--- src/rtl/hbm_wt_scale_unpacker_pkg.sv ---
// wt_unpack_pkg: FSM states, default sizes and beat-per-group math for hbm_wt_scale_unpacker.
package wt_unpack_pkg;
    typedef enum logic [1:0] {IDLE, WT, SCALE, DONE} state_t;
    localparam int DEF_HBM_DW  = 256;
    localparam int DEF_WT_DW   = 4;
    localparam int DEF_T_GROUP = 2048;
    localparam int DEF_CNT_W   = 16;
    function automatic int calc_bpg(input int hbm_dw, input int wt_dw, input int t_group);
        return t_group * wt_dw / hbm_dw;
    endfunction
endpackage

--- src/rtl/hbm_wt_scale_unpacker_if.sv ---
// hbm_wt_scale_unpacker_if: job control, HBM input stream and the weight/scale output streams.
interface hbm_wt_scale_unpacker_if import wt_unpack_pkg::*; #(
    parameter int HBM_DW = DEF_HBM_DW,
    parameter int CNT_W  = DEF_CNT_W
);
    logic              start;
    logic [CNT_W-1:0]  cfg_chin;
    logic [CNT_W-1:0]  cfg_rows;
    logic              busy;
    logic              done;
    logic [HBM_DW-1:0] in_data;
    logic              in_valid;
    logic              in_ready;
    logic [HBM_DW-1:0] wt_data;
    logic              wt_valid;
    logic              wt_ready;
    logic              wt_last_grp;
    logic              wt_last_row;
    logic [HBM_DW-1:0] sc_data;
    logic              sc_valid;
    logic              sc_ready;
    logic [CNT_W-1:0]  sc_grp_idx;
    modport slave (
        input  start, cfg_chin, cfg_rows, in_data, in_valid, wt_ready, sc_ready,
        output busy, done, in_ready, wt_data, wt_valid, wt_last_grp, wt_last_row,
               sc_data, sc_valid, sc_grp_idx
    );
    modport master (
        output start, cfg_chin, cfg_rows, in_data, in_valid, wt_ready, sc_ready,
        input  busy, done, in_ready, wt_data, wt_valid, wt_last_grp, wt_last_row,
               sc_data, sc_valid, sc_grp_idx
    );
endinterface

--- src/rtl/hbm_wt_scale_unpacker_seq.sv ---
// wt_unpack_seq: FSM plus beat/group/row counters; emits stream selects and boundary flags.
module wt_unpack_seq import wt_unpack_pkg::*; #(
    parameter int HBM_DW  = DEF_HBM_DW,
    parameter int WT_DW   = DEF_WT_DW,
    parameter int T_GROUP = DEF_T_GROUP,
    parameter int CNT_W   = DEF_CNT_W
) (
    input  logic             clk,
    input  logic             rst_n,
    input  logic             i_start,
    input  logic [CNT_W-1:0] i_cfg_chin,
    input  logic [CNT_W-1:0] i_cfg_rows,
    input  logic             i_in_valid,
    input  logic             i_wt_ready,
    input  logic             i_sc_ready,
    input  logic             i_sc_empty,
    output logic             o_sel_wt,
    output logic             o_sel_sc,
    output logic             o_last_grp,
    output logic             o_last_row,
    output logic             o_busy,
    output logic             o_done,
    output logic [CNT_W-1:0] o_grp_idx
);
    localparam int BPG = calc_bpg(HBM_DW, WT_DW, T_GROUP);
    localparam int CPB = HBM_DW / WT_DW;

    state_t           r_state, w_next;
    logic [CNT_W-1:0] r_full, r_last, r_ngrp, r_rows, r_beat, r_grp, r_row;
    logic [CNT_W:0]   w_row_beats;
    logic [CNT_W-1:0] w_full, w_last;
    logic             w_partial, w_grp_end, w_row_grp, w_wt_hs, w_sc_hs;

    // Row geometry is resolved once at start so the per-beat path is compare-only.
    assign w_row_beats = ({1'b0, i_cfg_chin} + (CNT_W+1)'(CPB - 1)) / (CNT_W+1)'(CPB);
    assign w_full      = CNT_W'(w_row_beats / (CNT_W+1)'(BPG));
    assign w_last      = CNT_W'(w_row_beats % (CNT_W+1)'(BPG));

    assign w_partial = (r_last != '0) && (r_grp == r_full);
    assign w_grp_end = r_beat == (w_partial ? r_last - 1'b1 : CNT_W'(BPG - 1));
    assign w_row_grp = r_grp == r_ngrp - 1'b1;
    assign w_wt_hs   = (r_state == WT) && i_in_valid && i_wt_ready;
    assign w_sc_hs   = (r_state == SCALE) && i_in_valid && i_sc_ready;

    always_ff @(posedge clk)
        r_state <= !rst_n ? IDLE : w_next;

    always_comb begin
        w_next = r_state;
        case (r_state)
            IDLE:    w_next = !i_start ? IDLE : (i_cfg_chin != '0 && i_cfg_rows != '0) ? WT : DONE;
            WT:      w_next = (w_wt_hs && w_grp_end) ? SCALE : WT;
            SCALE:   w_next = !w_sc_hs ? SCALE : (w_row_grp && r_row == r_rows - 1'b1) ? DONE : WT;
            default: w_next = i_sc_empty ? IDLE : DONE;
        endcase
    end

    always_comb begin
        o_sel_wt   = r_state == WT;
        o_sel_sc   = r_state == SCALE;
        o_last_grp = o_sel_wt && w_grp_end;
        o_last_row = o_last_grp && w_row_grp;
        o_done     = (r_state == DONE) && i_sc_empty;
        o_busy     = (r_state != IDLE) && !o_done;
        o_grp_idx  = r_grp;
    end

    always_ff @(posedge clk) begin
        if (!rst_n) begin
            {r_full, r_last, r_ngrp, r_rows, r_beat, r_grp, r_row} <= '0;
        end else if (r_state == IDLE && i_start) begin
            r_full <= w_full;
            r_last <= w_last;
            r_ngrp <= w_full + CNT_W'(w_last != '0);
            r_rows <= i_cfg_rows;
            r_beat <= '0;
            r_grp  <= '0;
            r_row  <= '0;
        end else if (w_wt_hs) begin
            r_beat <= r_beat + 1'b1;
        end else if (w_sc_hs) begin
            r_beat <= '0;
            r_grp  <= w_row_grp ? '0 : r_grp + 1'b1;
            r_row  <= w_row_grp ? r_row + 1'b1 : r_row;
        end
    end
endmodule

--- src/rtl/hbm_wt_scale_unpacker.sv ---
// hbm_wt_scale_unpacker: splits an HBM weight-region beat stream into weight and scale streams.
// Define WT_SCALE_SKID_EN to buffer the scale stream in a one-entry skid register.
module hbm_wt_scale_unpacker import wt_unpack_pkg::*; #(
    parameter int HBM_DW  = DEF_HBM_DW,
    parameter int WT_DW   = DEF_WT_DW,
    parameter int T_GROUP = DEF_T_GROUP,
    parameter int CNT_W   = DEF_CNT_W
) (
    input logic                     clk,
    input logic                     rst_n,
    hbm_wt_scale_unpacker_if.slave  bus
);
    logic             w_sel_wt, w_sel_sc, w_last_grp, w_last_row, w_busy, w_done;
    logic             w_sc_rdy, w_sc_empty;
    logic [CNT_W-1:0] w_grp_idx;

    wt_unpack_seq #(
        .HBM_DW(HBM_DW), .WT_DW(WT_DW), .T_GROUP(T_GROUP), .CNT_W(CNT_W)
    ) u_seq (
        .clk(clk), .rst_n(rst_n),
        .i_start(bus.start), .i_cfg_chin(bus.cfg_chin), .i_cfg_rows(bus.cfg_rows),
        .i_in_valid(bus.in_valid), .i_wt_ready(bus.wt_ready),
        .i_sc_ready(w_sc_rdy), .i_sc_empty(w_sc_empty),
        .o_sel_wt(w_sel_wt), .o_sel_sc(w_sel_sc),
        .o_last_grp(w_last_grp), .o_last_row(w_last_row),
        .o_busy(w_busy), .o_done(w_done), .o_grp_idx(w_grp_idx)
    );

    assign bus.busy        = w_busy;
    assign bus.done        = w_done;
    assign bus.in_ready    = w_sel_wt ? bus.wt_ready : w_sel_sc && w_sc_rdy;
    assign bus.wt_data     = bus.in_data;
    assign bus.wt_valid    = w_sel_wt && bus.in_valid;
    assign bus.wt_last_grp = w_last_grp;
    assign bus.wt_last_row = w_last_row;

`ifdef WT_SCALE_SKID_EN
    logic              r_sk_full;
    logic [HBM_DW-1:0] r_sk_data;
    logic [CNT_W-1:0]  r_sk_grp;

    // Load and drain never coincide: a full register refuses the next scale beat.
    always_ff @(posedge clk) begin
        if (!rst_n) begin
            r_sk_full <= 1'b0;
            r_sk_data <= '0;
            r_sk_grp  <= '0;
        end else if (w_sel_sc && bus.in_valid && !r_sk_full) begin
            r_sk_full <= 1'b1;
            r_sk_data <= bus.in_data;
            r_sk_grp  <= w_grp_idx;
        end else if (bus.sc_ready) begin
            r_sk_full <= 1'b0;
        end
    end

    assign w_sc_rdy       = !r_sk_full;
    assign w_sc_empty     = !r_sk_full;
    assign bus.sc_data    = r_sk_data;
    assign bus.sc_valid   = r_sk_full;
    assign bus.sc_grp_idx = r_sk_grp;
`else
    assign w_sc_rdy       = bus.sc_ready;
    assign w_sc_empty     = 1'b1;
    assign bus.sc_data    = bus.in_data;
    assign bus.sc_valid   = w_sel_sc && bus.in_valid;
    assign bus.sc_grp_idx = w_grp_idx;
`endif
endmodule

--- src/flat_wrapper.sv ---
// flat-port wrapper written by rule: the top's interface ports become plain ports
module hbm_wt_scale_unpacker_flat import wt_unpack_pkg::*;
#(
    parameter int HBM_DW  = DEF_HBM_DW,
    parameter int WT_DW   = DEF_WT_DW,
    parameter int T_GROUP = DEF_T_GROUP,
    parameter int CNT_W   = DEF_CNT_W
)
  (clk, rst_n, bus_start, bus_cfg_chin, bus_cfg_rows, bus_in_data, bus_in_valid, bus_wt_ready, bus_sc_ready, bus_busy, bus_done, bus_in_ready, bus_wt_data, bus_wt_valid, bus_wt_last_grp, bus_wt_last_row, bus_sc_data, bus_sc_valid, bus_sc_grp_idx);
  hbm_wt_scale_unpacker_if #(.HBM_DW(HBM_DW), .CNT_W(CNT_W)) bus_i ();
  input logic clk;
  input logic rst_n;
  input wire logic [$bits(bus_i.start)-1:0] bus_start;
  input wire logic [$bits(bus_i.cfg_chin)-1:0] bus_cfg_chin;
  input wire logic [$bits(bus_i.cfg_rows)-1:0] bus_cfg_rows;
  input wire logic [$bits(bus_i.in_data)-1:0] bus_in_data;
  input wire logic [$bits(bus_i.in_valid)-1:0] bus_in_valid;
  input wire logic [$bits(bus_i.wt_ready)-1:0] bus_wt_ready;
  input wire logic [$bits(bus_i.sc_ready)-1:0] bus_sc_ready;
  output wire logic [$bits(bus_i.busy)-1:0] bus_busy;
  output wire logic [$bits(bus_i.done)-1:0] bus_done;
  output wire logic [$bits(bus_i.in_ready)-1:0] bus_in_ready;
  output wire logic [$bits(bus_i.wt_data)-1:0] bus_wt_data;
  output wire logic [$bits(bus_i.wt_valid)-1:0] bus_wt_valid;
  output wire logic [$bits(bus_i.wt_last_grp)-1:0] bus_wt_last_grp;
  output wire logic [$bits(bus_i.wt_last_row)-1:0] bus_wt_last_row;
  output wire logic [$bits(bus_i.sc_data)-1:0] bus_sc_data;
  output wire logic [$bits(bus_i.sc_valid)-1:0] bus_sc_valid;
  output wire logic [$bits(bus_i.sc_grp_idx)-1:0] bus_sc_grp_idx;
  assign bus_i.start = bus_start;
  assign bus_i.cfg_chin = bus_cfg_chin;
  assign bus_i.cfg_rows = bus_cfg_rows;
  assign bus_i.in_data = bus_in_data;
  assign bus_i.in_valid = bus_in_valid;
  assign bus_i.wt_ready = bus_wt_ready;
  assign bus_i.sc_ready = bus_sc_ready;
  assign bus_busy = bus_i.busy;
  assign bus_done = bus_i.done;
  assign bus_in_ready = bus_i.in_ready;
  assign bus_wt_data = bus_i.wt_data;
  assign bus_wt_valid = bus_i.wt_valid;
  assign bus_wt_last_grp = bus_i.wt_last_grp;
  assign bus_wt_last_row = bus_i.wt_last_row;
  assign bus_sc_data = bus_i.sc_data;
  assign bus_sc_valid = bus_i.sc_valid;
  assign bus_sc_grp_idx = bus_i.sc_grp_idx;
  hbm_wt_scale_unpacker #(.HBM_DW(HBM_DW), .WT_DW(WT_DW), .T_GROUP(T_GROUP), .CNT_W(CNT_W)) u_core (.clk(clk), .rst_n(rst_n), .bus(bus_i));
endmodule
--- config.mk ---
export PLATFORM = sky130hd
export DESIGN_NAME = hbm_wt_scale_unpacker_flat
export DESIGN_NICKNAME = d
export VERILOG_FILES = /design/src/rtl/hbm_wt_scale_unpacker_pkg.sv /design/src/rtl/hbm_wt_scale_unpacker_if.sv /design/src/rtl/hbm_wt_scale_unpacker_seq.sv /design/src/rtl/hbm_wt_scale_unpacker.sv /design/src/flat_wrapper.sv
export SDC_FILE = /design/constraint.sdc
export NUM_CORES = 1
export LEC_CHECK = 0
export ABC_CLOCK_PERIOD_IN_PS = 5920
export CAP_MARGIN = 20
export CELL_PAD_IN_SITES_DETAIL_PLACEMENT = 1
export CELL_PAD_IN_SITES_GLOBAL_PLACEMENT = 1
export CORE_AREA = 2 2 326 328
export CTS_BUF_LIST = sky130_fd_sc_hd__clkbuf_2
export DETAILED_ROUTE_END_ITERATION = 10
export DIE_AREA = 0 0 328 330
export PLACE_DENSITY = 0.4
export SYNTH_ARGS = -nofsm -noshare
export SYNTH_HDL_FRONTEND = slang
export SYNTH_SLANG_ARGS = --single-unit
--- constraint.sdc ---
create_clock -name clk -period 5.92 [get_ports clk]
set_clock_uncertainty 0.15 [all_clocks]
set_input_delay 0.592 -clock clk [delete_from_list [all_inputs] [get_ports clk]]
set_output_delay 0.592 -clock clk [all_outputs]
set_load 0.02 [all_outputs]
==> flow_summary.json, run 1 <==
{
  "nets": 1008,
  "dieArea_mm2": 0.1082,
  "maxUsedRoutingLayer": "met5",
  "htreeDepth": 3,
  "clk_pin_slew_worst_paths_ns": 0.28,
  "fin_crit_sh": 0.8331,
  "rows": 119,
  "async_reset_ff_frac": 0,
  "antenna_found_initial": 6,
  "io_buffers": 60,
  "path_delay_family": "simple AND/OR/NAND/NOR gates",
  "tritoncts": "built",
  "layout.area.seq_mm2": 0.001682,
  "drc": 0,
  "startpoint_type": "register",
  "vias_per_cell": 2.558,
  "met2WireLength_mm": 11.63,
  "worstPathBufferInverterCount": 1,
  "cts-resized-gates": 0,
  "internal-power_uw": 835.7,
  "yosys_warnings": 0,
  "grt_max_degree": 41,
  "grt_first_pass_wirelength_mm": 40.34,
  "io_pins": 829,
  "wl_met3_mm": 3.927,
  "power_density_mw_per_mm2": 168.4,
  "required_ns": 5.18,
  "hold_buffers": 0,
  "netSwitchingPower_uw": 422.3,
  "syn_to_final_growth_pct": -15.84,
  "slowest_delay_ns": 0.61,
  "wl_per_cell_um": 13.63,
  "track_usage": 0.05086,
  "fillers": 12500,
  "post_cts_buffers": 0,
  "hold_class": "reg2reg",
  "hold_depth": 2,
  "cts_buffer_depth": 2,
  "maxSlewViolCount": 0,
  "crit_chain": "or4_4, a211o_1, or3_1, or4b_1, o311a_2, nor2_1, and3_1, clkdlybuf4s50_1",
  "finalSetupViolations": 0,
  "hold_viol_final": 0,
  "power_mw": 1.258,
  "max_freq_mhz": 202.8,
  "cts_sinks": 84,
  "synth.most_common_cell": "buf_4",
  "p_sw_frac": 0.3357,
  "syn_area_mm2": 0.008877,
  "drt_iter0_drc": 153,
  "cts_buffers": 9,
  "seq_area_frac_synth": 0.1894,
  "fin_crit_ns": 4.932,
  "die_h_um": 330,
  "fin_setup_tns_ns": 0,
  "dr.pass1.iters": 4,
  "drt_wl_total_mm": 28.59,
  "syn_nets": 1472,
  "synth_common_cells": "512 x buf_4, 84 x dfxtp_1, 84 x nor2_1",
  "synth_edf_count": 0,
  "avgSynthCellArea_um2": 7.620,
  "first_global_vias": 5603,
  "p_seq_frac": 0.485,
  "multi_input_area_mm2": 0.003158,
  "crit_path_top_delay_cell": "clkdlybuf4s50_1",
  "vias": 5366,
  "placedCellCount": 2081,
  "ys_seq_elements": 84,
  "cp_max_fo": 8,
  "vdd_drop_max_mv": 0.06683,
  "synth-main-ff-cell": "dfxtp_1",
  "die_w_um": 328,
  "clk_latency_ns": 0.63,
  "dp_hpwl_mm": 23.37,
  "relSlewSlack": 0.3407,
  "yosys.area.top_type_share": 0.4330,
  "fin_area_mm2": 0.007471,
  "gp_congestion": 0.7043,
  "ys_types": 57,
  "dpl-instance-area_mm2": 0.007320,
  "synth_area_leader_cell": "buf_4",
  "root_buffer": "clkbuf_2",
  "crit_type": "reg2out",
  "fin_cells": 2098,
  "rsz0062_at_grt": "no",
  "synth_cells": 1165,
  "ff2ff_path_depth": 13,
  "p_comb_frac": 0.202,
  "leakagePower_nw": 2.037,
  "drive_above_1_share": 0.05949,
  "critPathCaptureType": "output pin",
  "clkPwrFrac": 0.313,
  "crit_arrival_ns": 4.19,
  "core_area_mm2": 0.1047,
  "outcome": "finished clean",
  "path_depth": 8,
  "grt_overflow": 0,
  "synthTopCellsByArea": "buf_4 43%, dfxtp_1 19%, xnor2_1 3.8%, xor2_1 3.7%, nor2_1 3.6%",
  "start_util": 0.08481,
  "maxCapViolCount": 0,
  "m1WireLength_mm": 11.02,
  "ant_nets": 0,
  "tightest_slew_ns": 0.9752
}
## worst register-to-register path, delay by kind of cell, from the launching register on
family / cells / cell delay [ns]
adder cells (fa/ha/maj): 2 / 0.51
flip-flops: 1 / 0.43
XOR/XNOR: 1 / 0.13
AND/OR/NAND/NOR: 6 / 1.38
buffers and inverters: 2 / 0.38
AO/OA/AOI/OAI: 2 / 0.63
## metrics by stage
step / setup WS (ns) / hold WS (ns) / utilization
floorplan: 2.432 / 0.2865 / -
global placement: 1.603 / 0.3439 / 0.06993
detailed placement: 1.595 / 0.3266 / 0.06993
CTS: 0.8329 / 0.2836 / 0.07135
global route: 0.6700 / 0.2742 / 0.07135
finish: 0.9882 / 0.3604 / 0.07137
## kinds of logic after synthesis
logic type               after synthesis  share of synthesized area
AO/OA/AOI/OAI                        103                    0.07879
XOR/XNOR                              77                    0.07597
adder cells (fa/ha/maj)               14                    0.01945
buffers and inverters                563                     0.4548
flip-flops                            84                     0.1894
multiplexers                           9                    0.01099
AND/OR/NAND/NOR                      315                     0.1705
## state kept, by name, summed over array words and instances, names as in the netlist
| signal | count |
|---|---|
| u_core.u_seq.r_state | 2 |
| u_core.u_seq.r_ngrp | 7 |
| u_core.u_seq.r_row | 16 |
| u_core.u_seq.r_last | 5 |
| u_core.u_seq.r_beat | 16 |
| u_core.u_seq.r_full | 6 |
| u_core.u_seq.o_grp_idx | 16 |
| u_core.u_seq.r_rows | 16 |
## power by group through the flow
stage / registers [mW] / logic [mW] / clock network [mW]
2_1_floorplan: 0.609 / 0.672 / 0
3_3_place_gp: 0.620 / 0.257 / 0
3_5_place_dp: 0.621 / 0.258 / 0
4_1_cts: 0.611 / 0.260 / 0.419
5_1_grt: 0.615 / 0.285 / 0.442
6_report: 0.610 / 0.254 / 0.394
## worst paths after layout
path / start / slack [ns] / end
setup / recovery: u_core.u_seq.o_grp_idx[7]$_SDFFE_PP0P_ / 0.99 / bus_wt_last_row
hold / removal: u_core.u_seq.r_ngrp[6]$_SDFFE_PN0P_ / 0.36 / u_core.u_seq.r_ngrp[6]$_SDFFE_PN0P_
setup reg to reg: u_core.u_seq.r_ngrp[0]$_SDFFE_PN0P_ / 2.29 / u_core.u_seq.r_row[15]$_SDFFE_PP0P_
hold reg to reg: u_core.u_seq.r_ngrp[6]$_SDFFE_PN0P_ / 0.36 / u_core.u_seq.r_ngrp[6]$_SDFFE_PN0P_
## metal layers
layer	vias to the layer above	global-route usage
met5	-	0.007391
met4	8	0.03301
met3	202	0.03147
met2	343	0.07274
met1	2413	0.05542
li1	2400	-
## placed cells by master (no fill, tap or decap), types with 3 or more instances in the layout
master / netlist / routed
a2111oi_0: 5 / 5
a211oi_1: 9 / 9
a21oi_1: 30 / 30
a22oi_1: 5 / 5
a31oi_1: 8 / 8
and2_1: 7 / 7
and3_1: 15 / 15
buf_4: 512 / 9
clkbuf_2: 0 / 9
clkdlybuf4s50_1: 0 / 60
dfxtp_1: 84 / 84
ha_1: 13 / 13
inv_1: 19 / 19
mux2_2: 6 / 6
mux2i_1: 3 / 3
nand2_1: 83 / 83
nand3_1: 43 / 43
nand4_1: 19 / 19
nor2_1: 84 / 84
nor3_1: 19 / 19
nor3b_1: 4 / 4
nor4_1: 15 / 15
o2111ai_1: 3 / 3
o211ai_1: 3 / 3
o21ai_0: 13 / 13
o21bai_1: 3 / 3
o31ai_1: 6 / 6
or2_2: 4 / 4
or3_1: 5 / 5
or4_1: 4 / 4
xnor2_1: 39 / 39
xor2_1: 38 / 38
## layout make-up
| type | instances | share of cell area |
|---|---|---|
| antenna | 1 | 0.0003350 |
| clock buffer | 9 | 0.006029 |
| clock inverter | 7 | 0.01390 |
| inverter | 19 | 0.009546 |
| multi-input combinational | 518 | 0.4227 |
| sequential | 84 | 0.2251 |
| tap | 1391 | 0.2330 |
| timing repair buffer | 69 | 0.08943 |
(Power assumes the default switching activity.)
==> run 2: changes to the inputs <==
- ABC_CLOCK_PERIOD_IN_PS: 5920 -> 4700
- CORE_AREA: 2 2 326 328 -> 2 2 322 324
- DIE_AREA: 0 0 328 330 -> 0 0 324 326
- clock period: 5.92 -> 4.7 ns (I/O delays scaled with it)
==> run 2 against run 1 <==
Compared with the run above:
- sequential share of layout area increased by 0.12 points
- worst hold slack worse by 0.16 ns
- cell count fell by 0.48%
- setup slack got worse by 0.72 ns
- via count up 0.91%
- register-to-register slack worse by 1.0 ns
- non-clock buffer count rose by 2
- largest power group unchanged
==> flow_summary.json, run 2 (synthesized netlist as in run 1, its figures left out) <==
{
  "hold_class": "in2reg",
  "fin_crit_ns": 4.429,
  "grt_max_degree": 31,
  "power_density_mw_per_mm2": 200.8,
  "clkPwrFrac": 0.270,
  "htreeDepth": 3,
  "io_pins": 829,
  "fin_setup_tns_ns": 0,
  "maxCapViolCount": 0,
  "dr.pass1.iters": 6,
  "internal-power_uw": 989.0,
  "wl_per_cell_um": 13.43,
  "startpoint_type": "register",
  "hold_viol_final": 0,
  "most-common-layout-cells": "83 x nor2_1, 83 x nand2_1, 83 x dfxtp_1, 58 x clkdlybuf4s50_1, 43 x nand3_1",
  "cts_sinks": 84,
  "root_buffer": "clkbuf_2",
  "p_seq_frac": 0.514,
  "cp_max_fo": 8,
  "gp_congestion": 0.7301,
  "netSwitchingPower_uw": 504.8,
  "p_sw_frac": 0.3379,
  "clk_latency_ns": 0.66,
  "io_buffers": 60,
  "cts-resized-gates": 4,
  "core_area_mm2": 0.1026,
  "outcome": "finished clean",
  "maxSlewViolCount": 0,
  "fin_area_mm2": 0.007438,
  "ant_nets": 0,
  "leakagePower_nw": 2.037,
  "die_h_um": 326,
  "rows": 118,
  "dpl-instance-area_mm2": 0.007321,
  "first_global_vias": 5762,
  "r2r_end": "u_core.u_seq.r_row[15]$_SDFFE_PP0P_",
  "hold_depth": 3,
  "grt_overflow": 0,
  "cts_buffers": 9,
  "start_util": 0.08651,
  "drive_above_1_share": 0.06638,
  "r2r-start": "u_core.u_seq.r_ngrp[0]$_SDFFE_PN0P_",
  "required_ns": 4.08,
  "drt_iter0_drc": 238,
  "vdd_drop_max_mv": 0.08668,
  "dieArea_mm2": 0.1056,
  "relSlewSlack": 0.4215,
  "dp_hpwl_mm": 22.99,
  "drt_wl_total_mm": 28.04,
  "r2r_slack_ns": 1.27,
  "vias_per_cell": 2.593,
  "final_util": 0.07249,
  "cts_buffer_depth": 2,
  "crit_type": "reg2out",
  "max_freq_mhz": 225.8,
  "drc": 0,
  "track_usage": 0.05191,
  "fin_cells": 2088,
  "p_comb_frac": 0.216,
  "grt_first_pass_wirelength_mm": 40.09,
  "hold-path-endpoint": "u_core.u_seq.r_rows[5]$_SDFFE_PN0P_",
  "ff2ff_path_depth": 13,
  "tightest_slew_ns": 0.8678,
  "placedCellCount": 2072,
  "die_w_um": 324,
  "fillers": 12280,
  "critPathCaptureType": "output pin",
  "fin_crit_sh": 0.9423,
  "hold_buffers": 0,
  "nets": 1010,
  "antenna-diode-count": 0,
  "tritoncts": "built",
  "crit_arrival_ns": 3.81,
  "vias": 5415,
  "clk_pin_slew_worst_paths_ns": 0.25,
  "rsz0062_at_grt": "no",
  "hp-start": "bus_cfg_rows[5]",
  "finalSetupViolations": 0,
  "post_cts_buffers": 0,
  "antenna_found_initial": 4,
  "syn_to_final_growth_pct": -16.21
}
==> run 2: changes by cell type in the layout (fill, tap and decap cells not counted), moves of 2 or more <==
| cell | previous run | this run |
|---|---|---|
| buf_4 | 9 | 11 |
| clkdlybuf4s50_1 | 60 | 58 |
| clkinv_2 | 0 | 2 |
| dlygate4sd2_1 | 0 | 2 |
| inv_6 | 2 | 0 |
| inv_8 | 2 | 0 |
==> run 2: worst max path at each step <==
stage / cells past startpoint / slack [ns] / end / startpoint
2_1_floorplan: 8 / 1.33 / bus_wt_last_row / u_core.u_seq.o_grp_idx[7]$_SDFFE_PP0P_
3_3_place_gp: 8 / 0.51 / bus_wt_last_row / u_core.u_seq.o_grp_idx[7]$_SDFFE_PP0P_
3_5_place_dp: 8 / 0.52 / bus_wt_last_row / u_core.u_seq.o_grp_idx[7]$_SDFFE_PP0P_
4_1_cts: 8 / 0.06 / bus_wt_last_row / u_core.u_seq.o_grp_idx[7]$_SDFFE_PP0P_
5_1_grt: 12 / 0.05 / bus_wt_last_row / u_core.u_seq.r_ngrp[0]$_SDFFE_PN0P_
6_report: 8 / 0.27 / bus_wt_last_row / u_core.u_seq.o_grp_idx[7]$_SDFFE_PP0P_
==> run 2: per-layer routing <==
layer	vias up	global-route usage	wire length, µm	share of wire
li1	2403	-	-	-
met5	-	0	37	0.0013
met1	2469	0.05540	10620	0.38
met4	6	0.03804	2159	0.077
met3	210	0.03519	4085	0.15
met2	327	0.07181	11140	0.40
==> run 2: stage by stage <==
step	hold slack (ns)	total power [mW]	setup WS, ns
floorplan	0.2865	1.613	1.334
global placement	0.3273	1.099	0.5082
detailed placement	0.3366	1.105	0.5155
CTS	0.07643	1.533	0.05651
global route	0.09188	1.598	0.04767
finish	0.2027	1.494	0.2710
==> run 2: layout make-up <==
class / instances / area [µm²] / area share
multi-input combinational: 518 / 3172 / 0.4264
timing repair buffer: 71 / 680.7 / 0.09151
tap: 1380 / 1727 / 0.2321
clock buffer: 10 / 50.05 / 0.006728
inverter: 19 / 71.32 / 0.009588
sequential: 84 / 1683 / 0.2262
clock inverter: 6 / 55.05 / 0.007401
==> run 2: power groups by stage <==
| stage | Sequential, mW | Combinational (mW) | Clock [mW] |
|---|---|---|---|
| after detailed placement | 0.782 | 0.324 | 0 |
| after global routing | 0.774 | 0.359 | 0.464 |
| after floorplan | 0.767 | 0.847 | 0 |
| after CTS | 0.769 | 0.326 | 0.439 |
| after global placement | 0.780 | 0.319 | 0 |
| final | 0.768 | 0.323 | 0.403 |
==> run 2: worst max-delay path, stage by stage (launching register included) <==
cell and delay [ns]:
dfxtp_2 0.42, or4_4 0.59, a211o_1 0.31, or3_4 0.42, or4b_1 0.51, o311a_2 0.18
nor2_2 0.21, and3_1 0.19, dlygate4sd2_1 0.34
==> variant 1, RTL diff (config.mk and constraints of run 1) <==
The option `WT_SCALE_SKID_EN` is turned on by a define.
--- a/src/rtl/hbm_wt_scale_unpacker.sv
+++ b/src/rtl/hbm_wt_scale_unpacker.sv
@@ -2,2 +2,4 @@
 // Define WT_SCALE_SKID_EN to buffer the scale stream in a one-entry skid register.
+`define WT_SCALE_SKID_EN
+
 module hbm_wt_scale_unpacker import wt_unpack_pkg::*; #(
Check against the original RTL: not equivalent (Yosys sat finds a counterexample within 4 cycles, from zero or initial values and one cycle with rst_n low).
==> variant 1 against run 1 <==
Register-to-register slack worse by 0.20 ns; worst setup slack got worse by 0.33 ns; power grew to 4.3 times the old value; sequential power rose to 4.0 times the old value; highest routed layer unchanged; via count increased to 3.2 times the old value; die area unchanged; synthesized area increased by 91%; wire length rose to 2.8 times the old value; final area rose to 3.8 times the old value; sequential cell count grew 273.
==> variant 1: results (changes against run 1) <==
grt:
  antenna_found_initial: 8  # +2
  global_route_wire_length_before_repair_mm: 117  # +190%
  grt_pass1_vias: 18700  # +230%
  grtUsageTotal: 0.141  # +0.0901
  grt_max_degree: 139  # +240%
detailed_routing:
  drt_pre_antenna_iters: 4  # unchanged
  number_of_drc_markers_in_iteration_0: 455  # +200%
  routed_wirelength_mm: 79.7  # +180%
  routed_via_count: 17200  # +220%
  wl_per_cell_um: 18.0  # +32%
synthesis:
  synth_cell_count_leaders: "638 x sky130_fd_sc_hd__nand2_1, 357 x sky130_fd_sc_hd__dfxtp_1, 292 x sky130_fd_sc_hd__a21boi_0"
  synth_warnings: 0  # unchanged
  syn_avg_cell_area_um2: 8.07  # +5.9%
  synth-seq-area-share: 0.421  # +0.232
  post_synth_num_cell_types: 62  # +8.8%
  synth_nets: 2407  # +64%
  yosys-top-cells-area: "sky130_fd_sc_hd__dfxtp_1 42%, sky130_fd_sc_hd__nand2_1 14%, sky130_fd_sc_hd__a21boi_0 13%"
place:
  hpwl_mm: 58.0  # +150%
  dpl.cell_count: 3960  # +90%
  routability_congestion_estimate: 0.745  # +5.7%
  numPortBuffers: 828  # +1300%
clock_tree:
  cts-root-to-sink-buffers: 3  # +1
  clkLatencyLatePin_ns: 1.24  # +0.61 ns
  numCtsBuffers: 114  # +105
  path_clk_slew_ns: 0.09  # -0.19 ns
critical_path:
  regToRegStartpoint: "u_core.u_seq.r_ngrp[2]"
  worst-path-max-fanout: 7  # -1
  worst_path_largest_cell_delay_ns: 0.73  # +0.12 ns
  worst_setup_path_startpoint: "u_core.u_seq.o_grp_idx[7]"
  crit_arrival_ns: 4.52  # +0.33 ns
hold_path:
  min-delay-start: "bus_in_valid"
  type_of_the_most_critical_hold_path: "input port to flip-flop"
power:
  vdd.ir_drop.worst_mv: 0.102  # +52%
  static-leakage-power_nw: 9.92  # +390%
cells_and_area:
  nets: 3280  # +230%
  fill_cells: 12200  # -2.1%
  drive_gt1_frac: 0.0704  # +0.0109
status:
  run_status: "finished, final reports clean"
sta:
  timing_worst_slew_pin_value_ns: 0.956  # -0.0193 ns
-- variant 1: logic make-up after synthesis --
family | count (synthesis) | share of synthesized area
flip-flops | 357 | 0.421
adder cells (fa/ha/maj) | 11 | 0.00781
multiplexers | 11 | 0.00678
buffers and inverters | 399 | 0.145
AND/OR/NAND/NOR | 872 | 0.218
AO/OA/AOI/OAI | 387 | 0.166
XOR/XNOR | 67 | 0.0346
-- variant 1: layout make-up --
cell class	instances	area (µm²)	share of cell area
antenna	7	17.5	0.000612
clock buffer	166	831	0.0290
clock inverter	12	97.6	0.00341
inverter	23	86.3	0.00301
multi-input combinational	1348	7380	0.258
sequential	357	7150	0.250
tap	1391	1740	0.0608
timing repair buffer	1133	11300	0.396
-- variant 1: metal layers --
layer  track usage  wire (µm)
met4        0.0431       2000
met1         0.156      31500
met3        0.0427       4970
met5             0         34
met2         0.257      41200
-- variant 1: through the flow --
step	cell area (µm²)	power (mW)	setup WS, ns	utilization
after floorplan	17000	2.93	2.58	-
after global placement	24800	3.32	1.92	0.236
after detailed placement	24800	3.32	1.89	0.236
after CTS	28600	5.61	0.388	0.273
after global routing	28600	5.78	0.271	0.273
final	28600	5.41	0.660	0.274
-- variant 1: power breakdown --
group	total [mW]	internal [mW]	switching, mW
clock network	1.99	0.816	1.18
registers	2.44	2.41	0.0214
logic	0.979	0.550	0.429
-- variant 1: what timing repair did --
item	in CTS	in global routing
endpoints found under the setup margin	0	0
endpoints found under the hold margin	337	0
hold buffers	291	0
setup buffers	0	0
-- variant 1: final timing paths --
path	endpoint	slack (ns)	depth (start not counted)
max reg2reg	u_core.u_seq.r_row[7]	2.09	10
min reg2reg	u_core.bus.sc_data[162]	0.32	2
min	u_core.bus.sc_data[22]	0.28	4
max	bus_wt_last_row	0.66	8
-- variant 1: tightest hold or removal path: cells and delay by family --
kind / cells / cell delay [ns]
buf+inv: 1 / 0.49
simple gates: 2 / 0.44
compound gates: 1 / 0.07
==> variant 2, RTL diff (config.mk and constraints of run 1) <==
Made on the original files. Re-encode `state_t` (4 states) as one-hot, 4 bits wide.
--- a/src/rtl/hbm_wt_scale_unpacker_pkg.sv
+++ b/src/rtl/hbm_wt_scale_unpacker_pkg.sv
@@ -2,3 +2,3 @@
 package wt_unpack_pkg;
-    typedef enum logic [1:0] {IDLE, WT, SCALE, DONE} state_t;
+    typedef enum logic [3:0] {IDLE = 4'b0001, WT = 4'b0010, SCALE = 4'b0100, DONE = 4'b1000} state_t;
     localparam int DEF_HBM_DW  = 256;
Behaviour: no difference found for any inputs over 4 cycles, from zero or initial values and one cycle with rst_n low; so few cycles prove little.
==> variant 2 against run 1 <==
Fmax is 4.5% lower; sequential share of layout area shrank 0.18 points; worst setup slack got worse by 0.23 ns; synthesized cell count is 1.8% higher; sequential cell count rose by 2; wire length shrank 3.9%; final area increased by 3.2%; power fell by 2.4%; synthesized area is 3.7% higher; worst hold slack lost 0.030 ns; count of clock-buffer cells in the layout grew 1; register-to-register slack better by 0.06 ns; clock power is 17% lower.
==> variant 2: results (changes against run 1) <==
synthesis:
  synth_cell_count_leaders: "513 x sky130_fd_sc_hd__buf_4, 86 x sky130_fd_sc_hd__dfxtp_1, 85 x sky130_fd_sc_hd__nand2_1"
  synthMuxAreaShare: 0.0141  # +0.00314
  synth_compound_area_frac: 0.0817  # +0.00290
  synth-seq-area-share: 0.187  # -0.00240
  yosys.area_share.adder: 0.0122  # -0.00722
  post_synth_xor_area_fraction: 0.0748  # -0.00121
  post_synth_num_cell_types: 62  # +8.8%
critical_path:
  regToRegStartpoint: "u_core.u_seq.r_ngrp[2]"
  worst-path-max-fanout: 12  # +4
  crit_arrival_ns: 4.42  # +0.23 ns
place:
  hpwl_mm: 22.4  # -4.0%
  placement.setup.worst_slack_ns: 1.55  # -0.0492 ns
  routability_congestion_estimate: 0.697  # -1.1%
grt:
  antenna_found_initial: 3  # -3
  grt_max_degree: 36  # -12%
  global_route_wire_length_before_repair_mm: 38.8  # -3.7%
  grt_pass1_vias: 5742  # +2.5%
sta:
  timing.hold.ws_ns: 0.331  # -0.0295 ns
  clock.fmax_ghz: 0.194  # -4.5%
  slew_headroom: 0.404  # +0.0637
cells_and_area:
  fill_cells: 12500  # -0.10%
  drive_gt1_frac: 0.0670  # +0.00755
  nets: 1015  # +0.69%
detailed_routing:
  number_of_drc_markers_in_iteration_0: 178  # +16%
  met3WireLength_mm: 2.93  # -25%
  routedLengthMet1_mm: 11.0  # -0.47%
  post_drt_via_cell_ratio: 2.59  # +1.1%
status:
  run_status: "finished, final reports clean"
hold_path:
  min-delay-start: "bus_cfg_rows[13]"
  type_of_the_most_critical_hold_path: "input port to flip-flop"
clock_tree:
  clkLatencyLatePin_ns: 0.66  # +0.03 ns
power:
  static-leakage-power_nw: 2.22  # +8.8%
==> variant 2: power by group <==
part | leakage (nW) | internal [mW] | switching [mW]
clock | 0.0602 | 0.0967 | 0.232
combinational | 1.46 | 0.114 | 0.158
sequential | 0.699 | 0.600 | 0.0275
==> variant 2: worst max-delay path, stage by stage (launching register included) <==
cell and delay, ns:
sky130_fd_sc_hd__dfxtp_1 0.44, sky130_fd_sc_hd__or4_1 0.55, sky130_fd_sc_hd__nor2_1 0.24, sky130_fd_sc_hd__nand4_1 0.58, sky130_fd_sc_hd__o41ai_1 0.68, sky130_fd_sc_hd__a311o_1 0.21
sky130_fd_sc_hd__and4_1 0.41, sky130_fd_sc_hd__clkdlybuf4s50_1 0.68
==> variant 2: worst paths after layout <==
check | endpoint | cells after the start
min reg2reg | u_core.u_seq.r_full[5] | 2
max | bus_wt_last_row | 7
min | u_core.u_seq.r_rows[13] | 3
max reg2reg | u_core.u_seq.r_row[4] | 10
==> variant 2: final cells by class <==
type	instances	area share
inverter	14	0.00682
antenna	1	0.000325
tap	1391	0.226
multi-input combinational	534	0.445
sequential	86	0.223
timing repair buffer	67	0.0847
clock inverter	5	0.00795
clock buffer	10	0.00649
==> variant 2: stage by stage <==
stage,utilization,cell area [µm²],cells
final,0.0737,7710,2108
after global routing,0.0737,7710,2108
after CTS,0.0736,7710,2107
after detailed placement,0.0726,7600,2092
after floorplan,-,9210,1186
after global placement,0.0726,7600,2092
==> variant 2: cell families (layout without fill, tap and decap cells) <==
group           after synthesis  after routing
fa+ha+maj                     9              9
other cells                   0              1
compound gates              102            102
flops                        86             86
mux                          12             12
buf+inv                     566             96
simple gates                334            334
xor+xnor                     77             77
==> variant 2: routing by layer <==
layer,vias up,global-route usage
met5,-,0.0117
met4,8,0.0361
met3,181,0.0217
met2,335,0.0716
met1,2470,0.0549
li1,2457,-
